File: src/rtl/mem_bank_arb_scrub_if.sv
// Requester-side bus of the bank controller: two request/grant channels plus the shared read response.
// Master = requester side, slave = controller side.
interface mem_bank_arb_scrub_if;
  logic        a_req;
  logic        a_we;
  logic [5:0]  a_addr;
  logic [19:0] a_wdata;
  logic        a_gnt;
  logic        a_rvalid;
  logic        b_req;
  logic        b_we;
  logic [5:0]  b_addr;
  logic [19:0] b_wdata;
  logic        b_gnt;
  logic        b_rvalid;
  logic [19:0] rdata;
  logic        rerr;

  modport master (
    output a_req, a_we, a_addr, a_wdata, b_req, b_we, b_addr, b_wdata,
    input  a_gnt, a_rvalid, b_gnt, b_rvalid, rdata, rerr
  );

  modport slave (
    input  a_req, a_we, a_addr, a_wdata, b_req, b_we, b_addr, b_wdata,
    output a_gnt, a_rvalid, b_gnt, b_rvalid, rdata, rerr
  );
endinterface

File: src/rtl/mem_bank_arb_scrub.sv
// Round-robin two-requester front end for a 64x20 ECC bank with a background scrubber.
// Optional MEM_ARB_SCRUB_STATS_EN adds saturating sweep_cnt / fix_cnt outputs.
module mem_bank_arb_scrub #(
  parameter int STARVE_MAX = 8
) (
  input  logic                  clk,
  input  logic                  rst_n,
  mem_bank_arb_scrub_if.slave   bus,
  output logic                  bank_WE,
  output logic [5:0]            bank_addr,
  output logic [19:0]           bank_in,
  input  logic [19:0]           bank_out,
  input  logic                  bank_err,
  output logic                  scrub_busy,
  output logic                  uncorr,
  input  logic                  uncorr_clr
`ifdef MEM_ARB_SCRUB_STATS_EN
  ,
  output logic [7:0]            sweep_cnt,
  output logic [7:0]            fix_cnt
`endif
);

  typedef enum logic [2:0] {IDLE, SWAIT, SRD, SWR, CHECK} state_t;

  localparam logic [3:0] STARVE_LIM = 4'(STARVE_MAX);

  state_t      state;
  logic [5:0]  ptr;
  logic [19:0] hold;
  logic [3:0]  starve;
  logic        last_b;
  logic        any_req;
  logic        starved;
  logic        port_owned;
  logic        port_free;
  logic        gnt_a;
  logic        gnt_b;
  logic        we_int;
  logic [5:0]  addr_int;
  logic [19:0] in_int;
  logic        a_rvalid_q;
  logic        b_rvalid_q;
  logic [19:0] rdata_q;
  logic        rerr_q;

  assign any_req    = bus.a_req | bus.b_req;
  assign starved    = (state == SWAIT) && (starve == STARVE_LIM);
  assign port_owned = (state == SRD) || (state == SWR);
  assign port_free  = !port_owned && !starved;

  // Round robin: with both requesting, the one not served last wins.
  always_comb begin
    gnt_a = 1'b0;
    gnt_b = 1'b0;
    if (port_free) begin
      if (bus.a_req && (!bus.b_req || last_b)) gnt_a = 1'b1;
      else if (bus.b_req)                      gnt_b = 1'b1;
    end
  end

  always_comb begin
    we_int   = 1'b0;
    addr_int = '0;
    in_int   = '0;
    if (port_owned) begin
      addr_int = ptr;
      in_int   = hold;
      we_int   = (state == SWR);
    end else if (gnt_a) begin
      addr_int = bus.a_addr;
      in_int   = bus.a_wdata;
      we_int   = bus.a_we;
    end else if (gnt_b) begin
      addr_int = bus.b_addr;
      in_int   = bus.b_wdata;
      we_int   = bus.b_we;
    end
  end

  // Combinational outputs are gated so nothing reaches the bank while reset is held.
  assign bank_WE      = rst_n & we_int;
  assign bank_addr    = rst_n ? addr_int : 6'd0;
  assign bank_in      = rst_n ? in_int : 20'd0;
  assign bus.a_gnt    = rst_n & gnt_a;
  assign bus.b_gnt    = rst_n & gnt_b;
  assign bus.a_rvalid = a_rvalid_q;
  assign bus.b_rvalid = b_rvalid_q;
  assign bus.rdata    = rdata_q;
  assign bus.rerr     = rerr_q;

  always_ff @(posedge clk or negedge rst_n) begin
    if (!rst_n) begin
      a_rvalid_q <= 1'b0;
      b_rvalid_q <= 1'b0;
      rdata_q    <= '0;
      rerr_q     <= 1'b0;
      last_b     <= 1'b1;
    end else begin
      a_rvalid_q <= gnt_a & ~bus.a_we;
      b_rvalid_q <= gnt_b & ~bus.b_we;
      if ((gnt_a & ~bus.a_we) | (gnt_b & ~bus.b_we)) begin
        rdata_q <= bank_out;
        rerr_q  <= bank_err;
      end
      if (gnt_a | gnt_b) last_b <= gnt_b;
    end
  end

  // SRD and SWR always run back to back, so no requester write can slip between them.
  always_ff @(posedge clk or negedge rst_n) begin
    if (!rst_n) begin
      state      <= IDLE;
      ptr        <= '0;
      hold       <= '0;
      starve     <= '0;
      scrub_busy <= 1'b0;
      uncorr     <= 1'b0;
    end else begin
      case (state)
        IDLE: begin
          if (bank_err && !uncorr) begin
            state      <= SWAIT;
            ptr        <= '0;
            starve     <= '0;
            scrub_busy <= 1'b1;
          end
        end
        SWAIT: begin
          if (!any_req || starved) state <= SRD;
          else if (starve != 4'hF) starve <= starve + 4'd1;
        end
        SRD: begin
          hold  <= bank_out;
          state <= SWR;
        end
        SWR: begin
          starve <= '0;
          if (ptr == 6'd63) begin
            state <= CHECK;
          end else begin
            ptr   <= ptr + 6'd1;
            state <= SWAIT;
          end
        end
        CHECK: begin
          ptr        <= '0;
          state      <= IDLE;
          scrub_busy <= 1'b0;
        end
        default: begin
          state      <= IDLE;
          scrub_busy <= 1'b0;
        end
      endcase
      // A failing check outranks a simultaneous clear.
      if ((state == CHECK) && bank_err) uncorr <= 1'b1;
      else if (uncorr_clr)              uncorr <= 1'b0;
    end
  end

`ifdef MEM_ARB_SCRUB_STATS_EN
  always_ff @(posedge clk or negedge rst_n) begin
    if (!rst_n) begin
      sweep_cnt <= '0;
      fix_cnt   <= '0;
    end else if (state == CHECK) begin
      if (sweep_cnt != 8'hFF)            sweep_cnt <= sweep_cnt + 8'd1;
      if (!bank_err && fix_cnt != 8'hFF) fix_cnt   <= fix_cnt + 8'd1;
    end
  end
`endif

endmodule
File: src/flat_wrapper.sv
// flat-port wrapper written by rule: the top's interface ports become plain ports
module mem_bank_arb_scrub_flat 
#(
  parameter int STARVE_MAX = 8
)
  (clk, rst_n, bank_WE, bank_addr, bank_in, bank_out, bank_err, scrub_busy, uncorr, uncorr_clr, bus_a_req, bus_a_we, bus_a_addr, bus_a_wdata, bus_b_req, bus_b_we, bus_b_addr, bus_b_wdata, bus_a_gnt, bus_a_rvalid, bus_b_gnt, bus_b_rvalid, bus_rdata, bus_rerr);
  mem_bank_arb_scrub_if bus_i ();
  input  logic clk;
  input  logic rst_n;
  output logic bank_WE;
  output logic [5:0] bank_addr;
  output logic [19:0] bank_in;
  input  logic [19:0] bank_out;
  input  logic bank_err;
  output logic scrub_busy;
  output logic uncorr;
  input  logic uncorr_clr;
  input wire logic [$bits(bus_i.a_req)-1:0] bus_a_req;
  input wire logic [$bits(bus_i.a_we)-1:0] bus_a_we;
  input wire logic [$bits(bus_i.a_addr)-1:0] bus_a_addr;
  input wire logic [$bits(bus_i.a_wdata)-1:0] bus_a_wdata;
  input wire logic [$bits(bus_i.b_req)-1:0] bus_b_req;
  input wire logic [$bits(bus_i.b_we)-1:0] bus_b_we;
  input wire logic [$bits(bus_i.b_addr)-1:0] bus_b_addr;
  input wire logic [$bits(bus_i.b_wdata)-1:0] bus_b_wdata;
  output wire logic [$bits(bus_i.a_gnt)-1:0] bus_a_gnt;
  output wire logic [$bits(bus_i.a_rvalid)-1:0] bus_a_rvalid;
  output wire logic [$bits(bus_i.b_gnt)-1:0] bus_b_gnt;
  output wire logic [$bits(bus_i.b_rvalid)-1:0] bus_b_rvalid;
  output wire logic [$bits(bus_i.rdata)-1:0] bus_rdata;
  output wire logic [$bits(bus_i.rerr)-1:0] bus_rerr;
  assign bus_i.a_req = bus_a_req;
  assign bus_i.a_we = bus_a_we;
  assign bus_i.a_addr = bus_a_addr;
  assign bus_i.a_wdata = bus_a_wdata;
  assign bus_i.b_req = bus_b_req;
  assign bus_i.b_we = bus_b_we;
  assign bus_i.b_addr = bus_b_addr;
  assign bus_i.b_wdata = bus_b_wdata;
  assign bus_a_gnt = bus_i.a_gnt;
  assign bus_a_rvalid = bus_i.a_rvalid;
  assign bus_b_gnt = bus_i.b_gnt;
  assign bus_b_rvalid = bus_i.b_rvalid;
  assign bus_rdata = bus_i.rdata;
  assign bus_rerr = bus_i.rerr;
  mem_bank_arb_scrub #(.STARVE_MAX(STARVE_MAX)) u_core (.clk(clk), .rst_n(rst_n), .bus(bus_i), .bank_WE(bank_WE), .bank_addr(bank_addr), .bank_in(bank_in), .bank_out(bank_out), .bank_err(bank_err), .scrub_busy(scrub_busy), .uncorr(uncorr), .uncorr_clr(uncorr_clr));
endmodule
File: config.mk
export PLATFORM = sky130hd
export DESIGN_NAME = mem_bank_arb_scrub_flat
export DESIGN_NICKNAME = d
export VERILOG_FILES = /design/src/rtl/mem_bank_arb_scrub_if.sv /design/src/rtl/mem_bank_arb_scrub.sv /design/src/flat_wrapper.sv
export SDC_FILE = /design/constraint.sdc
export NUM_CORES = 1
export LEC_CHECK = 0
export ABC_AREA = 1
export BUFFER_PORTS_ARGS = -buffer_cell sky130_fd_sc_hd__clkbuf_2
export CORE_MARGIN = 1.5
export CORE_UTILIZATION = 30
export CTS_BUF_LIST = sky130_fd_sc_hd__clkbuf_4 sky130_fd_sc_hd__clkbuf_8
export CTS_CLUSTER_SIZE = 24
export DETAILED_ROUTE_END_ITERATION = 8
export GPL_TIMING_DRIVEN = 1
export SYNTH_ARGS = -nofsm -noshare
export SYNTH_HDL_FRONTEND = slang
export SYNTH_SLANG_ARGS = --single-unit
File: constraint.sdc
create_clock -name clk -period 3.65 [get_ports clk]
set_clock_uncertainty 0.1 [all_clocks]
set_input_delay 0.365 -clock clk [delete_from_list [all_inputs] [get_ports clk]]
set_output_delay 0.365 -clock clk [all_outputs]
set_load 0.1 [all_outputs]
==> impl_metrics.py, run 1 <==
metrics = {
    "run_status": {
        "status": "finished, final reports clean",
    },
    "power_and_ir_drop": {
        "powerDensity_nw_per_um2": 1020,
        "total_power_w": 0.00448,
        "peakVddDrop_mv": 0.647,
        "leakage_nw": 2.47,
    },
    "route": {
        "drt_iter0_markers": 238,
        "drc_errors": 0,
        "via_per_inst": 4.92,
        "met1_length_mm": 4.85,
        "wl_met3_um": 768,
        "ant_nets": 0,
        "routed-wl-met2_mm": 4.73,
        "detailedRoute.firstPassIterationCount": 4,
        "top_layer_used": "met4",
        "post_drt_wl_per_cell_um": 14.6,
        "vias": 3541,
        "drt_wl_total_mm": 10.5,
    },
    "timing": {
        "hold-worst-slack_ns": 0.0251,
        "finalSetupTns_ns": 0,
        "fmax_mhz": 340,
        "hold_violations": 0,
        "tightest_slew_ns": 1.05,
        "setup_slack_ns": 0.711,
        "post-route-min-period_ns": 2.94,
        "finalMaxSlewViolations": 0,
        "rsz0062_at_grt": "false",
        "period_share_pct": 80.5,
        "max_slew_margin_pct": 30.0,
        "setup_viol": 0,
    },
    "yosys": {
        "synth_edf_count": 0,
        "yosys_warnings": 0,
        "syn_area_um2": 3480,
        "synth_nets": 535,
        "avgSynthCellArea_um2": 7.69,
        "synthTopCellsByArea": "dfrtp_1 (42%), nand2_1 (14%), nand4_1 (10%), nand3_1 (8.8%), mux2_2 (6.5%)",
        "synth_cell_type_count": 32,
        "syn_inst": 452,
        "yosys.area.top_type": "dfrtp_1",
        "ys.flop_type": "dfrtp_1",
        "ys_seq_elements": 59,
        "netlist_top_cells_count": "nand2_1 (129), nand3_1 (61), dfrtp_1 (58), nand4_1 (58), inv_1 (43)",
        "async_flop_share_pct": 100,
        "yosysSeqAreaShare_pct": 42.5,
        "yosysMostFrequentCell": "nand2_1",
        "synth_top_area_share_pct": 41.7,
    },
    "cts": {
        "ctsHoldBuffers": 0,
        "post-cts-setup-buffers": 0,
        "numCtsBuffers": 9,
        "clk_path_buf_depth": 2,
        "cts_resized": 0,
        "cts_tree": "yes",
        "cts-root-buf": "clkbuf_8",
        "h-tree-depth": 3,
        "cts.reportedPaths.clkPinSlew_ns": 0.07,
        "clock_latency_ns": 0.33,
        "cts_sinks": 59,
    },
    "setup_path": {
        "r2r_start": "u_core.state[1]",
        "crit_fanout": 36,
        "criticalPathCategory": "flip-flop to output port",
        "rrSetupSlack_ns": 1.07,
        "reg2reg_depth": 7,
        "worstPathArrival_ns": 2.47,
        "startpoint_type": "flip-flop",
        "r2r_end": "u_core.bus.rdata[4]",
        "worstSetupEndpointType": "output port",
        "worstPathRequired_ns": 3.18,
    },
    "placed_design": {
        "dpl.hpwl_mm": 7.83,
        "pre_cts_ws_ns": 1.08,
        "numPortBuffers": 133,
        "dpl_cell_area_um2": 4230,
        "gp_congestion": 0.881,
    },
    "min_path": {
        "holdCritPathClass": "input port to async pin",
    },
    "finish": {
        "layout.area.seq_um2": 1480,
        "drive_above_1_share_pct": 33.4,
        "n_fill_cell": 1169,
        "multiInputGateArea_um2": 1660,
        "fin_area_um2": 4400,
        "n_antenna_cell": 0,
        "nNetsFinal": 656,
        "area_delta_synth_final_pct": 26.6,
    },
    "global_routing": {
        "overflow": 0,
        "grt_max_degree": 71,
        "first_global_vias": 3456,
        "grt_pass1_wl_mm": 17.4,
        "grtUsageTotal_pct": 17.6,
        "antenna_found_initial": 0,
    },
    "die": {
        "initial_utilization_pct": 30.6,
        "ios": 134,
        "design.core.area_um2": 11400,
        "rows": 39,
        "die_h_um": 111,
        "dieArea_um2": 12200,
        "die_w_um": 111,
    },
    "flow_run": {
        "drv_cap": 0,
    },
}
## where the power goes
| group | leakage [nW] | internal, W | total, W | switching, W |
|---|---|---|---|---|
| combinational | 1.66 | 0.000565 | 0.00283 | 0.00227 |
| clock | 0.0839 | 0.000257 | 0.000522 | 0.000265 |
| sequential | 0.727 | 0.000939 | 0.00113 | 0.000186 |
## kinds of logic after synthesis
logic type               count (synthesis)  synth area share, %
XOR/XNOR                                 3                0.756
multiplexers                            20                 6.48
adder cells (fa/ha/maj)                  3                 1.08
flip-flops                              59                 42.5
AO/OA/AOI/OAI                           14                 2.52
buffers and inverters                   80                 9.86
AND/OR/NAND/NOR                        273                 36.8
## metrics by stage
step	util, %	std cells
after global routing	38.7	720
after CTS	38.7	720
after detailed placement	37.2	705
final	38.7	720
after global placement	37.2	705
after floorplan	-	452
## state kept, by name, indices dropped and copies added, names as in the netlist
signal	count
u_core.bus.a_rvalid	1
u_core.scrub_busy	1
u_core.bus.rdata	20
u_core.last_b	1
u_core.starve	4
u_core.state	3
u_core.ptr	6
u_core.bus.b_rvalid	1
u_core.uncorr	1
u_core.hold	20
u_core.bus.rerr	1
## worst max-delay path by stage
stage | startpoint | to | slack, ns | cells after the start
5_1_grt | u_core.state[2] | bank_in[1] | 0.51 | 8
2_1_floorplan | u_core.starve[0] | bus_b_gnt | 0.79 | 7
6_report | u_core.state[1] | bank_in[1] | 0.71 | 7
4_1_cts | u_core.state[2] | bank_in[4] | 0.71 | 8
3_3_place_gp | u_core.state[2] | bank_in[4] | 1.12 | 8
3_5_place_dp | u_core.starve[0] | u_core.bus.rdata[2] | 1.08 | 9
## final cells by class
type                            count  share of cell area (%)
Tap cell                          143                    4.07
Clock buffer                       10                    3.13
Inverter                           49                    4.18
Multi-Input combinational cell    313                    37.8
Sequential cell                    59                    33.6
Timing Repair Buffer              141                    16.5
Clock inverter                      5                   0.682
## metal layers
metal  vias to the layer above  GRT usage [%]
li1                       1758              -
met1                      1645           23.2
met2                       123           27.0
met3                        15           5.90
met4                         0           5.81
met5                         -              0
## cells in the final DEF (no fill, tap or decap), types with 2 or more instances in the layout
| master | instances |
|---|---|
| a21boi_2 | 2 |
| nand2_1 | 129 |
| ha_1 | 3 |
| inv_1 | 43 |
| o21ai_0 | 5 |
| nand3_1 | 61 |
| mux2_2 | 20 |
| nor2_2 | 4 |
| dfrtp_1 | 58 |
| xnor2_1 | 2 |
| clkbuf_8 | 10 |
| clkinv_2 | 3 |
| clkinvlp_4 | 2 |
| a21oi_1 | 2 |
| buf_4 | 9 |
| clkbuf_2 | 132 |
| inv_2 | 6 |
| nand4_1 | 58 |
| nor2_1 | 14 |
## critical path: stages (launching register included)
cell      delay (ns)
dfrtp_1         0.46
nand2_2         0.38
buf_4           0.42
nand4_1         0.16
nand3_1         0.13
nand2_1         0.05
inv_1           0.07
clkbuf_2        0.45
Power figures use the tool's default switching activity.
==> run 2: changes to the inputs <==
ABC_AREA = 0   (was 1)
clock period = 2.9 ns   (was 3.65 ns; I/O delays follow)
==> run 2 against run 1 <==
Critical path depth grew 1. Wire length shrank 21%. Sequential share of layout area shrank 1.6 points. First-iteration DRC count shrank 65%. Final area grew 5.1%. Global-route usage shrank 0.70 points. Worst hold slack gained 0.080 ns. Highest routed layer unchanged.
==> impl_metrics.py, run 2 <==
metrics = {
    "run_status": {
        "status": "finished, final reports clean",
    },
    "route": {
        "drt_wl_total_mm": 8.36,
        "drc_errors": 0,
        "via_per_inst": 4.94,
        "ant_nets": 0,
        "drt_iter0_markers": 83,
        "detailedRoute.firstPassIterationCount": 6,
        "vias": 2779,
        "post_drt_wl_per_cell_um": 14.8,
    },
    "finish": {
        "nNetsFinal": 508,
        "n_antenna_cell": 0,
        "fin_cells": 563,
        "drive_above_1_share_pct": 54.0,
        "final_cell_mix": "clkbuf_2 (104), dfrtp_1 (57), mux2_2 (43), nand2_1 (31), buf_12 (28)",
        "layout_commonest_cell": "clkbuf_2",
        "area_delta_synth_final_pct": 51.9,
        "fin_util_pct": 47.1,
    },
    "global_routing": {
        "overflow": 0,
        "antenna_found_initial": 0,
        "first_global_vias": 3015,
        "grt_max_degree": 45,
        "grtUsageTotal_pct": 16.9,
        "grt_pass1_wl_mm": 14.5,
    },
    "yosys": {
        "yosysMostFrequentCell": "dfrtp_1",
        "synth_top_area_share_pct": 47.7,
        "synthTopCellsByArea": "dfrtp_1 (48%), mux2_2 (16%), a22oi_1 (6.4%), o21ai_0 (5.3%), nand2_1 (3.8%)",
        "yosys_warnings": 0,
        "ys_seq_elements": 59,
        "async_flop_share_pct": 100,
        "synth_nets": 369,
        "avgSynthCellArea_um2": 10.6,
        "yosysSeqAreaShare_pct": 48.6,
        "synth_edf_count": 0,
        "ys.flop_type": "dfrtp_1",
        "yosys.area.top_type": "dfrtp_1",
        "syn_inst": 286,
        "syn_area_um2": 3040,
        "synth_cell_type_count": 42,
        "netlist_top_cells_count": "dfrtp_1 (58), mux2_2 (43), o21ai_0 (32)",
    },
    "min_path": {
        "holdCritPathClass": "input port to flip-flop",
    },
    "timing": {
        "rsz0062_at_grt": "false",
        "tightest_slew_ns": 0.613,
        "setup_viol": 0,
        "fmax_mhz": 375,
        "finalMaxSlewViolations": 0,
        "post-route-min-period_ns": 2.67,
        "setup_slack_ns": 0.234,
        "hold_violations": 0,
        "period_share_pct": 91.9,
        "max_slew_margin_pct": 59.0,
    },
    "cts": {
        "cts_sinks": 59,
        "cts.reportedPaths.clkPinSlew_ns": 0.07,
        "numCtsBuffers": 9,
        "cts_tree": "yes",
        "h-tree-depth": 3,
        "post-cts-setup-buffers": 0,
        "clock_latency_ns": 0.33,
        "cts-root-buf": "clkbuf_8",
        "clk_path_buf_depth": 2,
    },
    "setup_path": {
        "rrSetupSlack_ns": 0.67,
        "worstPathRequired_ns": 2.51,
        "criticalPathCategory": "flip-flop to output port",
        "reg2reg_depth": 6,
        "r2r_start": "u_core.starve[0]",
        "r2r_end": "u_core.bus.rdata[4]",
        "worstPathArrival_ns": 2.28,
        "startpoint_type": "flip-flop",
        "crit_fanout": 13,
        "startpoint": "u_core.starve[0]",
        "cp-endpoint": "bank_in[0]",
        "worstSetupEndpointType": "output port",
    },
    "placed_design": {
        "dpl.cell_count": 546,
        "numPortBuffers": 133,
        "pre_cts_ws_ns": 0.530,
        "gp_congestion": 0.852,
        "dpl.hpwl_mm": 6.30,
    },
    "die": {
        "rows": 36,
        "dieArea_um2": 10800,
        "die_h_um": 104,
        "initial_utilization_pct": 31.0,
        "die_w_um": 104,
        "ios": 134,
        "design.core.area_um2": 9820,
    },
    "flow_run": {
        "drv_cap": 0,
    },
}
run 2: per-layer routing:
metal	part of all wire, %	vias up	track usage, %
li1	-	1332	-
met4	1.6	0	7.84
met1	43	1344	20.4
met5	0	-	0
met3	5.5	11	3.65
met2	50	92	28.7
run 2: timing repair:
| action | 4_1_cts | 5_1_grt |
|---|---|---|
| endpoints found under the hold margin | 15 | 0 |
| endpoints found under the setup margin | 0 | 2 |
| resized for setup | 0 | 1 |
| hold buffers | 1 | 0 |
run 2: area by class of cell:
type	count	area [um2]
clock buffer	13	179
clock inverter	3	67.6
fill	962	5200
inverter	8	30.0
multi-input combinational	202	1520
sequential	59	1480
tap	133	166
timing repair buffer	145	1180
run 2: worst max-delay path, stage by stage, from the launching register on:
cell and delay, ns:
dfrtp_1 0.41, inv_1 0.06, ha_1 0.20, and3b_1 0.21, nand2_1 0.14, nand3_2 0.10
buf_4 0.22, o21ai_0 0.38, buf_12 0.23
run 2: how the worst min path moves through the flow:
stage / from / slack [ns] / cells past startpoint / to
final: bank_out[18] / 0.11 / 2 / u_core.bus.rdata[18]
after CTS: bank_out[8] / 0.08 / 2 / u_core.bus.rdata[8]
after detailed placement: rst_n / 0.23 / 2 / u_core.hold[19]
after global routing: bank_out[1] / 0.09 / 2 / u_core.hold[1]
after global placement: rst_n / 0.23 / 2 / u_core.bus.rdata[19]
after floorplan: rst_n / -0.11 / 0 / u_core.bus.a_rvalid
run 2: metrics by stage:
| stage | hold slack (ns) | instance area [um2] | TNS (ns) |
|---|---|---|---|
| 2_1_floorplan | -0.106 | 3110 | -4.64 |
| 3_3_place_gp | 0.228 | 4370 | 0 |
| 3_5_place_dp | 0.227 | 4370 | 0 |
| 4_1_cts | 0.0839 | 4620 | 0 |
| 5_1_grt | 0.0927 | 4620 | 0 |
| 6_report | 0.105 | 4620 | 0 |
run 2: cell families after synthesis:
group | synth area share (%)
AND/OR/NAND/NOR | 12.9
AO/OA/AOI/OAI | 16.9
flip-flops | 48.6
multiplexers | 16.2
buffers and inverters | 4.19
adder cells (fa/ha/maj) | 1.23
Power of run 2 is left out: the tool's default activity adds up to more than one toggle a clock period on the data nets, which glitch-free logic cannot reach.
